$ cat src/rtl/cp0_exception_unit.sv
`default_nettype none
// ============================================================================
//  Module      : cp0_exception_unit
//  Description : Coprocessor-0 responder for the pipelined MIPS core.
//                Holds STATUS, CAUSE and EPC, sequences exception entry
//                and return (eret), and drives a one-cycle PC redirect
//                and pipeline flush. STATUS is exported to the decoder
//                for exception gating.
//  Ports       : clk, rst          clock / synchronous active-high reset
//                exception_i       take exception (pre-gated by decoder)
//                eret_i            return from exception
//                mfc0_i, mtc0_i    CP0 read / write strobes
//                cause_in_i[4:0]   exception code
//                cp0_addr_i[4:0]   12=STATUS 13=CAUSE 14=EPC
//                wdata_i[31:0]     mtc0 write data
//                pc_i[31:0]        PC of the excepting instruction
//                rdata_o[31:0]     mfc0 read data (combinational)
//                status_o[31:0]    live STATUS register
//                exc_addr_o[31:0]  redirect target
//                redirect_o        load exc_addr_o into PC this cycle
//                flush_o           squash younger pipeline stages
//                busy_o            sequencer not idle; requests ignored
//                nest_overflow_o   sticky: nesting went past MAX_NEST
//  Revision    : 1.0  initial release
// ============================================================================
module cp0_exception_unit #(
    parameter logic [31:0] EXC_VECTOR   = 32'h0040_0004,
    parameter logic [31:0] STATUS_RESET = 32'h0000_000F,
    parameter int          MAX_NEST     = 3
) (
    input  logic        clk,
    input  logic        rst,
    input  logic        exception_i,
    input  logic        eret_i,
    input  logic        mfc0_i,
    input  logic        mtc0_i,
    input  logic [4:0]  cause_in_i,
    input  logic [4:0]  cp0_addr_i,
    input  logic [31:0] wdata_i,
    input  logic [31:0] pc_i,
    output logic [31:0] rdata_o,
    output logic [31:0] status_o,
    output logic [31:0] exc_addr_o,
    output logic        redirect_o,
    output logic        flush_o,
    output logic        busy_o,
    output logic        nest_overflow_o
);

    localparam int                 DEPTH_W   = $clog2(MAX_NEST + 1);
    localparam logic [DEPTH_W-1:0] DEPTH_MAX = DEPTH_W'(MAX_NEST);
    localparam logic [DEPTH_W-1:0] DEPTH_ONE = DEPTH_W'(1);

    localparam logic [4:0] ADDR_STATUS = 5'd12;
    localparam logic [4:0] ADDR_CAUSE  = 5'd13;
    localparam logic [4:0] ADDR_EPC    = 5'd14;

    typedef enum logic [1:0] {
        ST_IDLE  = 2'd0,
        ST_ENTER = 2'd1,
        ST_LEAVE = 2'd2
    } state_t;

    state_t              state_q,  state_d;
    logic [31:0]         status_q, status_d;
    logic [31:0]         cause_q,  cause_d;
    logic [31:0]         epc_q,    epc_d;
    logic [DEPTH_W-1:0]  depth_q,  depth_d;
    logic                ovf_q,    ovf_d;

    // ------------------------------------------------------------------
    // State and register file
    // ------------------------------------------------------------------
    always_ff @(posedge clk) begin
        if (rst) begin
            state_q  <= ST_IDLE;
            status_q <= STATUS_RESET;
            cause_q  <= 32'h0;
            epc_q    <= 32'h0;
            depth_q  <= '0;
            ovf_q    <= 1'b0;
        end else begin
            state_q  <= state_d;
            status_q <= status_d;
            cause_q  <= cause_d;
            epc_q    <= epc_d;
            depth_q  <= depth_d;
            ovf_q    <= ovf_d;
        end
    end

    // ------------------------------------------------------------------
    // Next-state logic. Requests are only accepted in IDLE; priority is
    // exception > eret > mtc0, so a colliding mtc0 is simply dropped.
    // ------------------------------------------------------------------
    always_comb begin
        state_d  = state_q;
        status_d = status_q;
        cause_d  = cause_q;
        epc_d    = epc_q;
        depth_d  = depth_q;
        ovf_d    = ovf_q;

        case (state_q)
            ST_IDLE: begin
                if (exception_i) begin
                    epc_d    = pc_i;
                    cause_d  = {cause_q[31:7], cause_in_i, cause_q[1:0]};
                    // Interrupt-enable stack: push the current mask field.
                    status_d = status_q << 5;
                    if (depth_q == DEPTH_MAX) begin
                        ovf_d = 1'b1;
                    end else begin
                        depth_d = depth_q + DEPTH_ONE;
                    end
                    state_d  = ST_ENTER;
                end else if (eret_i) begin
                    // An unmatched eret still redirects but leaves STATUS alone.
                    if (depth_q != '0) begin
                        status_d = status_q >> 5;
                        depth_d  = depth_q - DEPTH_ONE;
                    end
                    state_d = ST_LEAVE;
                end else if (mtc0_i) begin
                    case (cp0_addr_i)
                        ADDR_STATUS: status_d = wdata_i;
                        ADDR_CAUSE:  cause_d  = wdata_i;
                        ADDR_EPC:    epc_d    = wdata_i;
                        default:     ;
                    endcase
                end
            end
            ST_ENTER: state_d = ST_IDLE;
            ST_LEAVE: state_d = ST_IDLE;
            default:  state_d = ST_IDLE;
        endcase
    end

    // ------------------------------------------------------------------
    // Control outputs decode from the state register only.
    // ------------------------------------------------------------------
    always_comb begin
        redirect_o = 1'b0;
        flush_o    = 1'b0;
        busy_o     = 1'b0;
        exc_addr_o = 32'h0;
        case (state_q)
            ST_ENTER: begin
                redirect_o = 1'b1;
                flush_o    = 1'b1;
                busy_o     = 1'b1;
                exc_addr_o = EXC_VECTOR;
            end
            ST_LEAVE: begin
                redirect_o = 1'b1;
                flush_o    = 1'b1;
                busy_o     = 1'b1;
                exc_addr_o = epc_q;
            end
            default: ;
        endcase
    end

    // Read port sees registered values only (no same-cycle mtc0 bypass).
    always_comb begin
        rdata_o = 32'h0;
        if (mfc0_i) begin
            case (cp0_addr_i)
                ADDR_STATUS: rdata_o = status_q;
                ADDR_CAUSE:  rdata_o = cause_q;
                ADDR_EPC:    rdata_o = epc_q;
                default:     rdata_o = 32'h0;
            endcase
        end
    end

    assign status_o        = status_q;
    assign nest_overflow_o = ovf_q;

endmodule
`default_nettype wire
$ cat config.mk
export PLATFORM = sky130hd
export DESIGN_NAME = cp0_exception_unit
export DESIGN_NICKNAME = d
export VERILOG_FILES = /design/src/rtl/cp0_exception_unit.sv
export SDC_FILE = /design/constraint.sdc
export NUM_CORES = 1
export LEC_CHECK = 0
export CORE_MARGIN = 3
export CORE_UTILIZATION = 42
export DETAILED_ROUTE_END_ITERATION = 10
export PLACE_DENSITY = 0.77
export SLEW_MARGIN = 10
export SYNTH_ARGS = -nofsm -noshare
export SYNTH_HDL_FRONTEND = slang
export SYNTH_SLANG_ARGS = --single-unit
$ cat constraint.sdc
create_clock -name clk -period 1.8 [get_ports clk]
set_clock_uncertainty 0.1 [all_clocks]
set_input_delay 0.27 -clock clk [delete_from_list [all_inputs] [get_ports clk]]
set_output_delay 0.27 -clock clk [all_outputs]
set_load 0.01 [all_outputs]
== Word level (Yosys, flattened, before mapping) ==
Index checks and enable logic that the tools add are counted.

* Bitwise logic cells: 3
* Mux-type cells: 23
* Add/subtract/negate cells: 2
* Reduce and logical (&&, ||, !) cells: 18
* Equality and inequality tests: 9

{| class="wikitable"
|+ Operators by type and width
! kind !! count
|-
| 2-to-1 mux 32 bit || 10
|-
| one-hot mux 32 bit (3 select lines) || 1
|-
| one-hot mux 32 bit (2 select lines) || 1
|-
| 2-to-1 mux 7 bit || 4
|-
| AND reduction 4 bit || 4
|-
| == test 5 x 4 -> 1 bit, second input constant || 3
|-
| nonzero test 2 bit || 6
|-
| 2-to-1 mux 2 bit || 4
|-
| nonzero test 3 bit || 2
|-
| AND reduction 5 bit || 1
|-
| == test 2 bit, second input constant || 2
|-
| != test 2 bit, second input constant || 2
|-
| OR reduction 2 bit || 2
|-
| 2-to-1 mux 1 bit || 3
|-
| != test 3 x 2 -> 1 bit, second input constant || 1
|-
| inverter 1 bit || 3
|-
| AND reduction 3 bit || 1
|-
| OR reduction 3 bit || 1
|-
| adder 2 x 1 -> 2 bit, second input constant || 1
|-
| == test 2 x 1 -> 1 bit, second input constant || 1
|-
| zero test 2 bit || 1
|-
| subtractor 2 x 1 -> 2 bit, second input constant || 1
|}

* Input port bits: 80
* Logic and storage cells: 63
* Output and inout bits: 100
* Register bits after elaboration: 101

== Logic depth before layout (Yosys ltp) ==
* Depth in word-level cells: 5
* Mapped depth: 9
* Mapped depth without buffers: 6

== Worst setup path before layout ==
Ideal clock, no wire load.

* Path type: reg-to-reg
* Start point: register state_q[0]
* End point: register epc_q[10]
* Setup time: 86 ps
* Cell stages (with the launch flop): 9
* Slack: 26 ps
* Data arrival time: 1,588 ps
* Path buffers: 3
* Period minus slack after synthesis: 1,774 ps
* Required time: 1,614 ps
* Cells stage by stage: dfxtp_1 > inv_1 > ha_1 > buf_2 > and2_1 > a41o_1 > buf_4 > buf_2 > a211oi_1

* Cells in the longest elaborated chain, start to end: 2

{| class="wikitable"
|+ Ends and longest elaborated chain
! item !! RTL line !! RTL
|-
| start, declared || 64 || <nowiki>state_t state_q, state_d;</nowiki>
|-
| start signal, assigned || 83 || <nowiki>state_q <= state_d;</nowiki>
|-
| zero test 2 bit || 104 || <nowiki>case (state_q)</nowiki>
|-
| AND reduction 4 bit (no line) || -- ||
|-
| end signal, assigned || 86 || <nowiki>epc_q <= epc_d;</nowiki>
|-
| end, declared || 67 || <nowiki>logic [31:0] epc_q, epc_d;</nowiki>
|}

Every way passes these cells.
A chain may end at the register's enable or synchronous reset.

== Final worst setup path ==
* Start point: input cp0_addr_i[4]
* End point: output rdata_o[23]

* Cells in the longest elaborated chain, start to end: 3
* Elaborated cells between the ends (all ways): 5
* Classes of those cells: eq/ne (3); mux (2)

{| class="wikitable"
|+ Ends and longest elaborated chain
! item !! RTL line !! RTL
|-
| start, declared || 38 || <nowiki>input logic [4:0] cp0_addr_i,</nowiki>
|-
| == test 5 x 4 -> 1 bit || 168 || <nowiki>case (cp0_addr_i)</nowiki>
|-
| one-hot mux 32 bit (3 select lines) * || 168 ||
|-
| 2-to-1 mux 32 bit * || 167 || <nowiki>if (mfc0_i) begin</nowiki>
|-
| end, declared || 41 || <nowiki>output logic [31:0] rdata_o,</nowiki>
|}

Mark *: on every way between the ends. The rest lies on a longest branch, timed or not.

==> flow_metrics.tcl <==
set metrics [dict create \
    netlist_top_cells_area "dfxtp_1 (37%), mux2i_1 (10%), a222oi_1 (5.8%)" \
    finalNetCount 987 \
    worstReg2RegEnd "epc_q[11]" \
    finalWeightedCongestion 0.9023 \
    ctsHoldBuffers 0 \
    synth.distinct_cells 40 \
    max_cap_violations 0 \
    grt_pass1_wl_um 33670 \
    worstHoldPathCells 3 \
    rrSetupSlack_ns -0.06 \
    num_vias 6650 \
    final.setup.worst_slack_ns -0.1034 \
    peakVddDrop_mv 0.5339 \
    die_h_um 120.6 \
    remaining_drc_errors 0 \
    drtAntennaViolNets 0 \
    ys_top_cells_by_count "dfxtp_1 (101), nand2_1 (82), nor2_1 (82)" \
    initial_core_util_pct 43.32 \
    ys_warn_count 0 \
    violations "setup timing" \
    h-tree-depth 3 \
    hold_start "exception_i" \
    worstMarginPinSlew_ns 0.4358 \
    drive_above_1_share_pct 33.92 \
    outcome "complete, but fails checks" \
    ys_seq_elements 101 \
    grt_util_all_layers_pct 28.76 \
    fin_cells 1080 \
    fill_cells 969 \
    multi_input_area_um2 3592 \
    hp-class "in2reg" \
    slew_violations 0 \
    rsz0062_at_grt "true" \
    synthArstFlopShare_pct 0 \
    max_clock_freq_ghz 0.5254 \
    clkTransAtPathRegs_ns 0.07 \
    slew_headroom_pct 70.55 \
    grt_start_max_net_pins 43 \
    path_delay_family "buffers and inverters" \
    wl_per_cell_um 21.75 \
    synth-edff-count 0 \
    cp.required_ns 1.43 \
    rows 41 \
    synth.avg_cell_area_um2 8.177 \
    yosysTopAreaCellShare_pct 36.69 \
    syn_inst 674 \
    path_class "in2out" \
    yosys.area.top_type "dfxtp_1" \
    clk-insertion-delay-late_ns 0.34 \
    core_area_um2 12720 \
    first_pass_iters 8 \
    crit_slowest_cell "nor4b_4" \
    io_buffers 179 \
    worstRegToRegCells 9 \
    critical_path_peak_fanout 8 \
    setup_violations 69 \
    synthFlopType "dfxtp_1" \
    die_w_um 120.6 \
    antenna_found_initial 0 \
    diodes 0 \
    syn2layout_area_growth_pct 63.36 \
    cts_buffers 9 \
    regArea_um2 2026 \
    placed_cells 1028 \
    critPathLaunchType "input pin" \
    path_buf_inv 5 \
    total_leakage_power_nw 3.634 \
    syn_nets 757 \
    cellPowerDensity_nw_per_um2 689.9 \
    yosysMostFrequentCell "dfxtp_1" \
    drt-initial-drc-count 891 \
    dieArea_um2 14530 \
    timing.final.crit_share_pct 105.7 \
    post-dp-hpwl_um 14430 \
    worst_path_most_repeated_cell "buf_6" \
    period_needed_ns 1.903 \
    syn_area_um2 5512 \
    cp_cell_sequence "buf_6 -> buf_6 -> nor4b_4 -> buf_4 -> buf_8 -> a222oi_1 -> nor2_1 -> buf_2" \
    max_stage_delay_ns 0.30 \
    holdPathEnd "state_q[0]" \
    reg2reg_from "state_q[0]" \
    viasPerCell 6.157 \
    finalPower_w 0.006212 \
    endpoint_kind "output port" \
    grt_pass1_vias 6383 \
    clkSinkCount 101 \
    yosysSeqAreaShare_pct 36.69 \
    wl_um 23490 \
    hold_viol 0 \
    arrival_ns 1.53 \
    cts_root_buf "clkbuf_16" \
    cts_tree "built" \
    overflow 0 \
    io_pins 180 \
    clock_path_buffers 2 \
]
## tightest hold or removal path, cell delays in order
cell     delay, ns
buf_4         0.17
a21oi_1       0.14
nor3b_1       0.06
## logic make-up (layout without fill, tap and decap cells)
family | count (synthesis) | in the layout | synth area share [%]
adder cells (fa/ha/maj) | 3 | 3 | 0.6811
AO/OA/AOI/OAI | 179 | 179 | 22.43
flip-flops | 101 | 101 | 36.69
AND/OR/NAND/NOR | 263 | 263 | 23.88
multiplexers | 55 | 55 | 9.989
buffers and inverters | 73 | 307 | 6.334
## power by group
group	switching, W	leakage, nW	total [W]	internal (W)
clock network	0.000876	0.149	0.00210	0.00122
logic	0.000774	2.66	0.00160	0.000821
registers	0.000142	0.828	0.00252	0.00238
total	0.00179	3.63	0.00621	0.00442
## layout by cell type, fill, tap and decap left out, drive strengths merged, types with 6 or more instances in the layout
cell type	netlist	routed
mux2i	55	55
nand2	82	82
nor2	82	82
nand4b	22	22
dfxtp	101	101
a211oi	41	41
dlymetal6s2s	0	6
o21ai	49	49
nor2b	8	8
a222oi	32	32
buf	33	177
clkdlybuf4s50	0	96
and2	32	32
a21oi	39	39
clkbuf	35	16
nand2b	23	23
inv	5	6
## state kept, by name, indices dropped and copies added, names as in the netlist
register and cells:
cause_q 32, epc_q 32, status_o 32, depth_q 2
state_q 2, nest_overflow_o 1
## stage by stage
step | setup TNS, ns | hold WS, ns | instance area, µm² | setup WS (ns) | util (%)
CTS | -0.8922 | 0.2339 | 8295 | -0.1086 | 65.20
finish | -2.023 | 0.2435 | 9004 | -0.1034 | 70.77
floorplan | 0 | 0.3105 | 5512 | 0.02620 | -
global route | -5.732 | 0.2794 | 9004 | -0.1658 | 70.77
global placement | -62.87 | 0.3371 | 7751 | -0.7698 | 60.93
detailed placement | -71.14 | 0.3470 | 7751 | -0.8491 | 60.93
## repair_timing
item	CTS	global route
buffers inserted	7	13
pin swaps	29	40
gates resized for setup	371	122
endpoints found under the setup margin	157	164
cloned	10	8
## final cells by class
cell class / instances / share of cell area, %
inverter: 5 / 0.2084
timing repair buffer: 287 / 31.52
clock inverter: 5 / 0.9450
multi-input combinational: 500 / 39.90
tap: 172 / 2.390
clock buffer: 10 / 2.543
sequential: 101 / 22.50
## routing by layer
layer | share of wire (%) | track usage, % | vias to the layer above
met5 | 0 | 0 | -
met4 | 4.1 | 12.96 | 0
met3 | 9.9 | 5.285 | 90
met2 | 48 | 47.50 | 504
met1 | 38 | 36.56 | 3158
li1 | - | - | 2898
## how the worst max path moves through the flow
stage               endpoint  slack [ns]  cells after the start          start
2_1_floorplan      epc_q[10]        0.03                      8     state_q[0]
3_3_place_gp     rdata_o[16]       -0.77                      7  cp0_addr_i[3]
6_report         rdata_o[23]       -0.10                      8  cp0_addr_i[4]
4_1_cts        exc_addr_o[3]       -0.11                      7     state_q[0]
3_5_place_dp     rdata_o[23]       -0.85                      7  cp0_addr_i[3]
5_1_grt          rdata_o[24]       -0.17                      8  cp0_addr_i[4]
No activity file was read; power rests on OpenSTA's default activity.
